<file path="src/rtl/pipe_hazard_ctrl.sv">
// rtl/pipe_hazard_ctrl.sv - pipeline stall/flush controller with exception drain (optional PIPE_CTRL_PERF_EN counters)
module pipe_hazard_ctrl (
    input  logic        clk,
    input  logic        rst,
    input  logic        stallreq_if,
    input  logic        stallreq_id,
    input  logic        stallreq_ex,
    input  logic        stallreq_mem,
    input  logic [31:0] excepttype,
    input  logic [31:0] cp0_epc,
    output logic [5:0]  stall,
    output logic        flush,
    output logic [31:0] new_pc,
    output logic [31:0] stall_cnt,
    output logic [31:0] flush_cnt
);

    localparam logic [31:0] EXC_ERET   = 32'h0000000e;
    localparam logic [31:0] EXC_VECTOR = 32'hBFC00380;

    localparam logic [5:0] STALL_NONE = 6'b000000;
    localparam logic [5:0] STALL_ID   = 6'b000111;
    localparam logic [5:0] STALL_EX   = 6'b001111;
    localparam logic [5:0] STALL_MEM  = 6'b011111;
    localparam logic [5:0] STALL_ALL  = 6'b111111;

    typedef enum logic {
        RUN   = 1'b0,
        DRAIN = 1'b1
    } state_t;

    state_t      state_q, state_d;
    logic [31:0] exc_q, exc_d;
    logic [31:0] epc_q, epc_d;
    logic        bus_busy;

    assign bus_busy = stallreq_if | stallreq_mem;

    always_comb begin
        state_d = state_q;
        exc_d   = exc_q;
        epc_d   = epc_q;
        stall   = STALL_NONE;
        flush   = 1'b0;
        new_pc  = 32'h0;

        case (state_q)
            RUN: begin
                if (excepttype != 32'h0) begin
                    if (bus_busy) begin
                        // An outstanding bus transaction must complete before redirecting.
                        exc_d   = excepttype;
                        epc_d   = cp0_epc;
                        stall   = STALL_ALL;
                        state_d = DRAIN;
                    end else begin
                        flush  = 1'b1;
                        new_pc = (excepttype == EXC_ERET) ? cp0_epc : EXC_VECTOR;
                    end
                end else if (stallreq_mem) begin
                    stall = STALL_MEM;
                end else if (stallreq_ex) begin
                    stall = STALL_EX;
                end else if (stallreq_id) begin
                    stall = STALL_ID;
                end else if (stallreq_if) begin
                    stall = STALL_ID;
                end
            end
            DRAIN: begin
                if (bus_busy) begin
                    stall = STALL_ALL;
                end else begin
                    flush   = 1'b1;
                    new_pc  = (exc_q == EXC_ERET) ? epc_q : EXC_VECTOR;
                    exc_d   = 32'h0;
                    epc_d   = 32'h0;
                    state_d = RUN;
                end
            end
            default: state_d = RUN;
        endcase

        if (rst) begin
            stall  = STALL_NONE;
            flush  = 1'b0;
            new_pc = 32'h0;
        end
    end

    always_ff @(posedge clk) begin
        if (rst) begin
            state_q <= RUN;
            exc_q   <= 32'h0;
            epc_q   <= 32'h0;
        end else begin
            state_q <= state_d;
            exc_q   <= exc_d;
            epc_q   <= epc_d;
        end
    end

`ifdef PIPE_CTRL_PERF_EN
    logic [31:0] stall_cnt_q, stall_cnt_d;
    logic [31:0] flush_cnt_q, flush_cnt_d;

    always_comb begin
        stall_cnt_d = stall_cnt_q;
        flush_cnt_d = flush_cnt_q;
        if ((stall != STALL_NONE) && (stall_cnt_q != 32'hFFFFFFFF)) begin
            stall_cnt_d = stall_cnt_q + 32'd1;
        end
        if (flush && (flush_cnt_q != 32'hFFFFFFFF)) begin
            flush_cnt_d = flush_cnt_q + 32'd1;
        end
    end

    always_ff @(posedge clk) begin
        if (rst) begin
            stall_cnt_q <= 32'h0;
            flush_cnt_q <= 32'h0;
        end else begin
            stall_cnt_q <= stall_cnt_d;
            flush_cnt_q <= flush_cnt_d;
        end
    end

    assign stall_cnt = stall_cnt_q;
    assign flush_cnt = flush_cnt_q;
`else
    assign stall_cnt = 32'h0;
    assign flush_cnt = 32'h0;
`endif

endmodule

</file>
<file path="config.mk">
export PLATFORM = sky130hd
export DESIGN_NAME = pipe_hazard_ctrl
export DESIGN_NICKNAME = d
export VERILOG_FILES = /design/src/rtl/pipe_hazard_ctrl.sv
export SDC_FILE = /design/constraint.sdc
export NUM_CORES = 1
export LEC_CHECK = 0
export BUFFER_PORTS_ARGS = -buffer_cell sky130_fd_sc_hd__buf_2
export CAP_MARGIN = 30
export CORE_MARGIN = 5
export CORE_UTILIZATION = 52
export CTS_BUF_LIST = sky130_fd_sc_hd__clkbuf_2 sky130_fd_sc_hd__clkbuf_4 sky130_fd_sc_hd__clkbuf_8
export DETAILED_ROUTE_END_ITERATION = 7
export PLACE_DENSITY_LB_ADDON = 0.08
export RECOVER_POWER = 50
export SLEW_MARGIN = 30
export SYNTH_ARGS = -nofsm -noshare
export SYNTH_HDL_FRONTEND = slang
export SYNTH_SLANG_ARGS = --single-unit
export TNS_END_PERCENT = 100
</file>
<file path="constraint.sdc">
create_clock -name clk -period 5.4 [get_ports clk]
set_input_delay 1.08 -clock clk [delete_from_list [all_inputs] [get_ports clk]]
set_output_delay 1.08 -clock clk [all_outputs]
set_load 0.05 [all_outputs]
</file>
# Yosys cells after proc, flatten, opt, wreduce, memory -nomap -nowiden
# Index checks and enable logic that the tools add are counted.
# op_classes
reduce_logical	2
bitwise	2
muxes	29
eq_ne	5
# ops
operator	count
2-to-1 mux 32 bit	11
case mux 32 bit (2 select lines)	3
== test 32 x 4 -> 1 bit, second input constant	2
nonzero test 32 bit	1
2-to-1 mux 6 bit	3
case mux 6 bit (2 select lines)	1
2-to-1 mux 3 bit	2
inequality test 2 bit, second input constant	3
2-to-1 mux 1 bit	5
2-to-1 mux 5 bit	1
2-to-1 mux 4 bit	1
case mux 1 bit (2 select lines)	2
AND reduction 3 bit	1
inverter 1 bit	1
OR 1 bit	1
# totals
elab_cells	41
output_inout_bits	103
input_bits	70
ff_bits	65

# Depth between registers and ports, before layout
# logic_depth
ltp_word	7
depth_mapped	7
mapped_depth_nobuf	5

# Worst setup path before layout
# Ideal clock, no wire load.
# synth_timing
path_kind	input-to-output
startpoint	input excepttype[12]
endpoint	output stall[1]
t_arrival_ns	3.223
t_required_ns	4.320
cell_stages	6
setup_slack_ns	1.097
n_path_buf	1
cell_sequence	nor4_1 nand4_1 nor3_2 o21ai_0 a21oi_1 buf_4
# synth_between
elab_chain_len	4
# synth_rtl
element	line	text
from (decl)	9	input logic [31:0] excepttype,
nonzero test 32 bit	49	if (excepttype != 32'h0) begin
2-to-1 mux 6 bit	49	
case mux 6 bit (2 select lines)	47	case (state_q)
2-to-1 mux 6 bit	84	if (rst) begin
to (decl)	11	output logic [5:0] stall,
# Every way passes these cells.

# Worst setup path after layout
# layout_timing
startpoint	input excepttype[15]
endpoint	register exc_q[12]
# layout_between
elab_chain_len	3
# layout_rtl
element	line	text
nonzero test 32 bit	49	
inequality test 2 bit (no source line)	--	
AND reduction 3 bit (no source line)	--	
to (signal assigned)	94	exc_q <= 32'h0;
to (signal assigned)	98	exc_q <= exc_d;
to (decl)	33	logic [31:0] exc_q, exc_d;
# Every way passes these cells.
# A chain may end at the register's enable or synchronous reset.

==> impl_metrics.env <==
export IMPL_status="finished with violations"
export IMPL_violations="max-capacitance violations, max-slew violations"
export IMPL_worstPathRequired_ns=5.49
export IMPL_crit_arrival_ns=4.40
export IMPL_fin_skew_ns=0.005421
export IMPL_grtUsageMet2_pct=30.41
export IMPL_htreeDepth=3
export IMPL_fin_nets=602
export IMPL_cp_end_kind="register"
export IMPL_core_sq_um=6719
export IMPL_area_growth_pct=11.93
export IMPL_layout_commonest_cell="buf_2"
export IMPL_pre_cts_ws_ns=1.215
export IMPL_port_buffers=108
export IMPL_start_util_pct=53.07
export IMPL_finalCriticalPeriod_ns=4.305
export IMPL_firstDrtPassIters=5
export IMPL_clock_latency_ns=0.32
export IMPL_synthCells=446
export IMPL_drt_wl_total_um=8641
export IMPL_remaining_drc_errors=0
export IMPL_ys_ff_latch=65
export IMPL_setup_violations=0
export IMPL_wl_per_cell_um=14.03
export IMPL_ir_drop_mv=0.2004
export IMPL_synth_xor_area_share_pct=0
export IMPL_vias=3213
export IMPL_critPathLaunchType="input port"
export IMPL_tritoncts="built"
export IMPL_grt_ovfl_total=0
export IMPL_whs_ns=0.4503
export IMPL_clock_path_buffers=2
export IMPL_p_leak_nw=1.733
export IMPL_numClockSinks=65
export IMPL_drv_slew=124
export IMPL_ctsResizeCount=0
export IMPL_ios=173
export IMPL_ys_types=30
export IMPL_synth_compound_area_share_pct=20.07
export IMPL_finish_utilization_pct=59.40
export IMPL_synth_top_area_share_pct=36.49
export IMPL_most_common_layout_cells="buf_2, nand2_1, dfxtp_1"
export IMPL_path_class="in2reg"
export IMPL_worstPathMaxFanout=72
export IMPL_globalRoute_busiestLayer="met2"
export IMPL_die_y_um=92.81
export IMPL_setup_ws_ns=1.095
export IMPL_synth_simple_area_share_pct=23.93
export IMPL_drtAntennaViolNets=0
export IMPL_p_per_area_nw_per_um2=287.8
export IMPL_met1_usage_pct=25.11
export IMPL_hp_class="reg2reg"
export IMPL_cts_hold_buf=0
export IMPL_hpwl_um=6174
export IMPL_grt_pass1_vias=2868
export IMPL_cts_buffers_inserted=9
export IMPL_track_usage_pct=18.98
export IMPL_met3_usage_pct=3.656
export IMPL_drtIter0Drc=144
export IMPL_diodes=0
export IMPL_grt_max_degree=73
export IMPL_ys_seq_area_share_pct=36.49
export IMPL_grt_pass1_wl_um=13430
export IMPL_clk_pin_slew_ns=0.06
export IMPL_ys_warnings_count=0
export IMPL_drive_gt1_share_pct=26.49
export IMPL_setup_tns_final_ns=0
export IMPL_post_cts_buffers=0
export IMPL_synthAdderAreaFrac_pct=0
export IMPL_yosys_area_top_type="dfxtp_1"
export IMPL_max_freq_ghz=0.2323
export IMPL_syn_area_sq_um=3566
export IMPL_syn_area_per_cell_sq_um=7.995
export IMPL_gp_congestion=0.7962
export IMPL_tightest_slew_ns=2.517
export IMPL_worst_r2r_path_depth=4
export IMPL_cts_root_buf="clkbuf_8"
export IMPL_vias_per_cell=5.216
export IMPL_n_fill_cell=647
export IMPL_synth_top_family_by_area="simple AND/OR/NAND/NOR gates"
export IMPL_cap_viol_max_count=2
export IMPL_dieArea_sq_um=8614
export IMPL_hold_viol_final=0
export IMPL_worst_hold_path_num_cells=2
export IMPL_synth_area_leaders="dfxtp_1, buf_4, nand3_1"
export IMPL_power_mw=1.149
export IMPL_synth_mux_area_share_pct=0
export IMPL_period_share_pct=79.72
export IMPL_antenna_found_initial=0
export IMPL_slew_headroom_pct=-67.79
export IMPL_die_w_um=92.81
export IMPL_rows=30
export IMPL_rsz0062_at_grt="false"
[report_power, final]
group	switching, mW	total, mW	internal [mW]
combinational	0.203	0.254	0.0507
clock	0.173	0.372	0.199
sequential	0.0159	0.522	0.507
total	0.392	1.15	0.757
[state kept, by name (all words and copies together) (netlist names)]
register  count
exc_q        32
epc_q        32
state_q       1
[synth_stat cells]
cell type	n
nand4_2	1
dfxtp_1	65
nand4_1	2
o21ai_0	1
buf_6	3
a21oi_1	10
o221a_2	2
or2_2	1
nor4b_2	1
buf_4	74
nor3_4	1
nor3_2	1
or4_4	2
clkbuf_1	22
nor4_1	9
buf_2	4
o31ai_1	1
or4_1	1
nand4b_1	1
or3_1	4
conb_1	1
nor3_1	4
nand2_1	70
o221a_1	10
a32o_1	20
o21ai_1	61
nor2_1	8
nor4_2	3
nand3_1	62
o31ai_2	1
[worst max-delay path: stages]
cell and delay (ns):
buf_2 0.10, nor4_1 0.33, nand4_1 0.32, o31ai_1 0.37, clkbuf_1 1.83, o21ai_0 0.34
[cell families after synthesis]
logic type	count (synthesis)
DFF	65
buffers and inverters	103
and+or+nand+nor	171
AOI/OAI and AO/OA	106
other	1
[cell type report]
class	count	area, sq um	share of cell area [%]
multi-input combinational	341	1824	45.71
sequential	65	1301	32.60
timing repair buffer	115	585.6	14.67
clock buffer	12	165.2	4.138
tap	80	100.1	2.508
clock inverter	3	15.01	0.3762
[worst paths after layout]
kind | start | endpoint | slack [ns]
max | excepttype[15] | exc_q[12] | 1.09
min reg2reg | exc_q[30] | exc_q[30] | 0.45
min | exc_q[30] | exc_q[30] | 0.45
max reg2reg | state_q | exc_q[12] | 2.17
[metal layers]
metal  routed length, um  up-vias
met3                 583        6
met2                4166      109
li1                    -     1633
met5                   0        -
met4                  78        0
met1                3813     1465
[per-stage QoR]
stage,instances,instance area (sq um)
5_1_grt,616,3991
2_1_floorplan,509,3802
4_1_cts,616,4018
3_3_place_gp,601,3837
6_report,616,3991
3_5_place_dp,601,3837
Power figures use the tool's default switching activity.
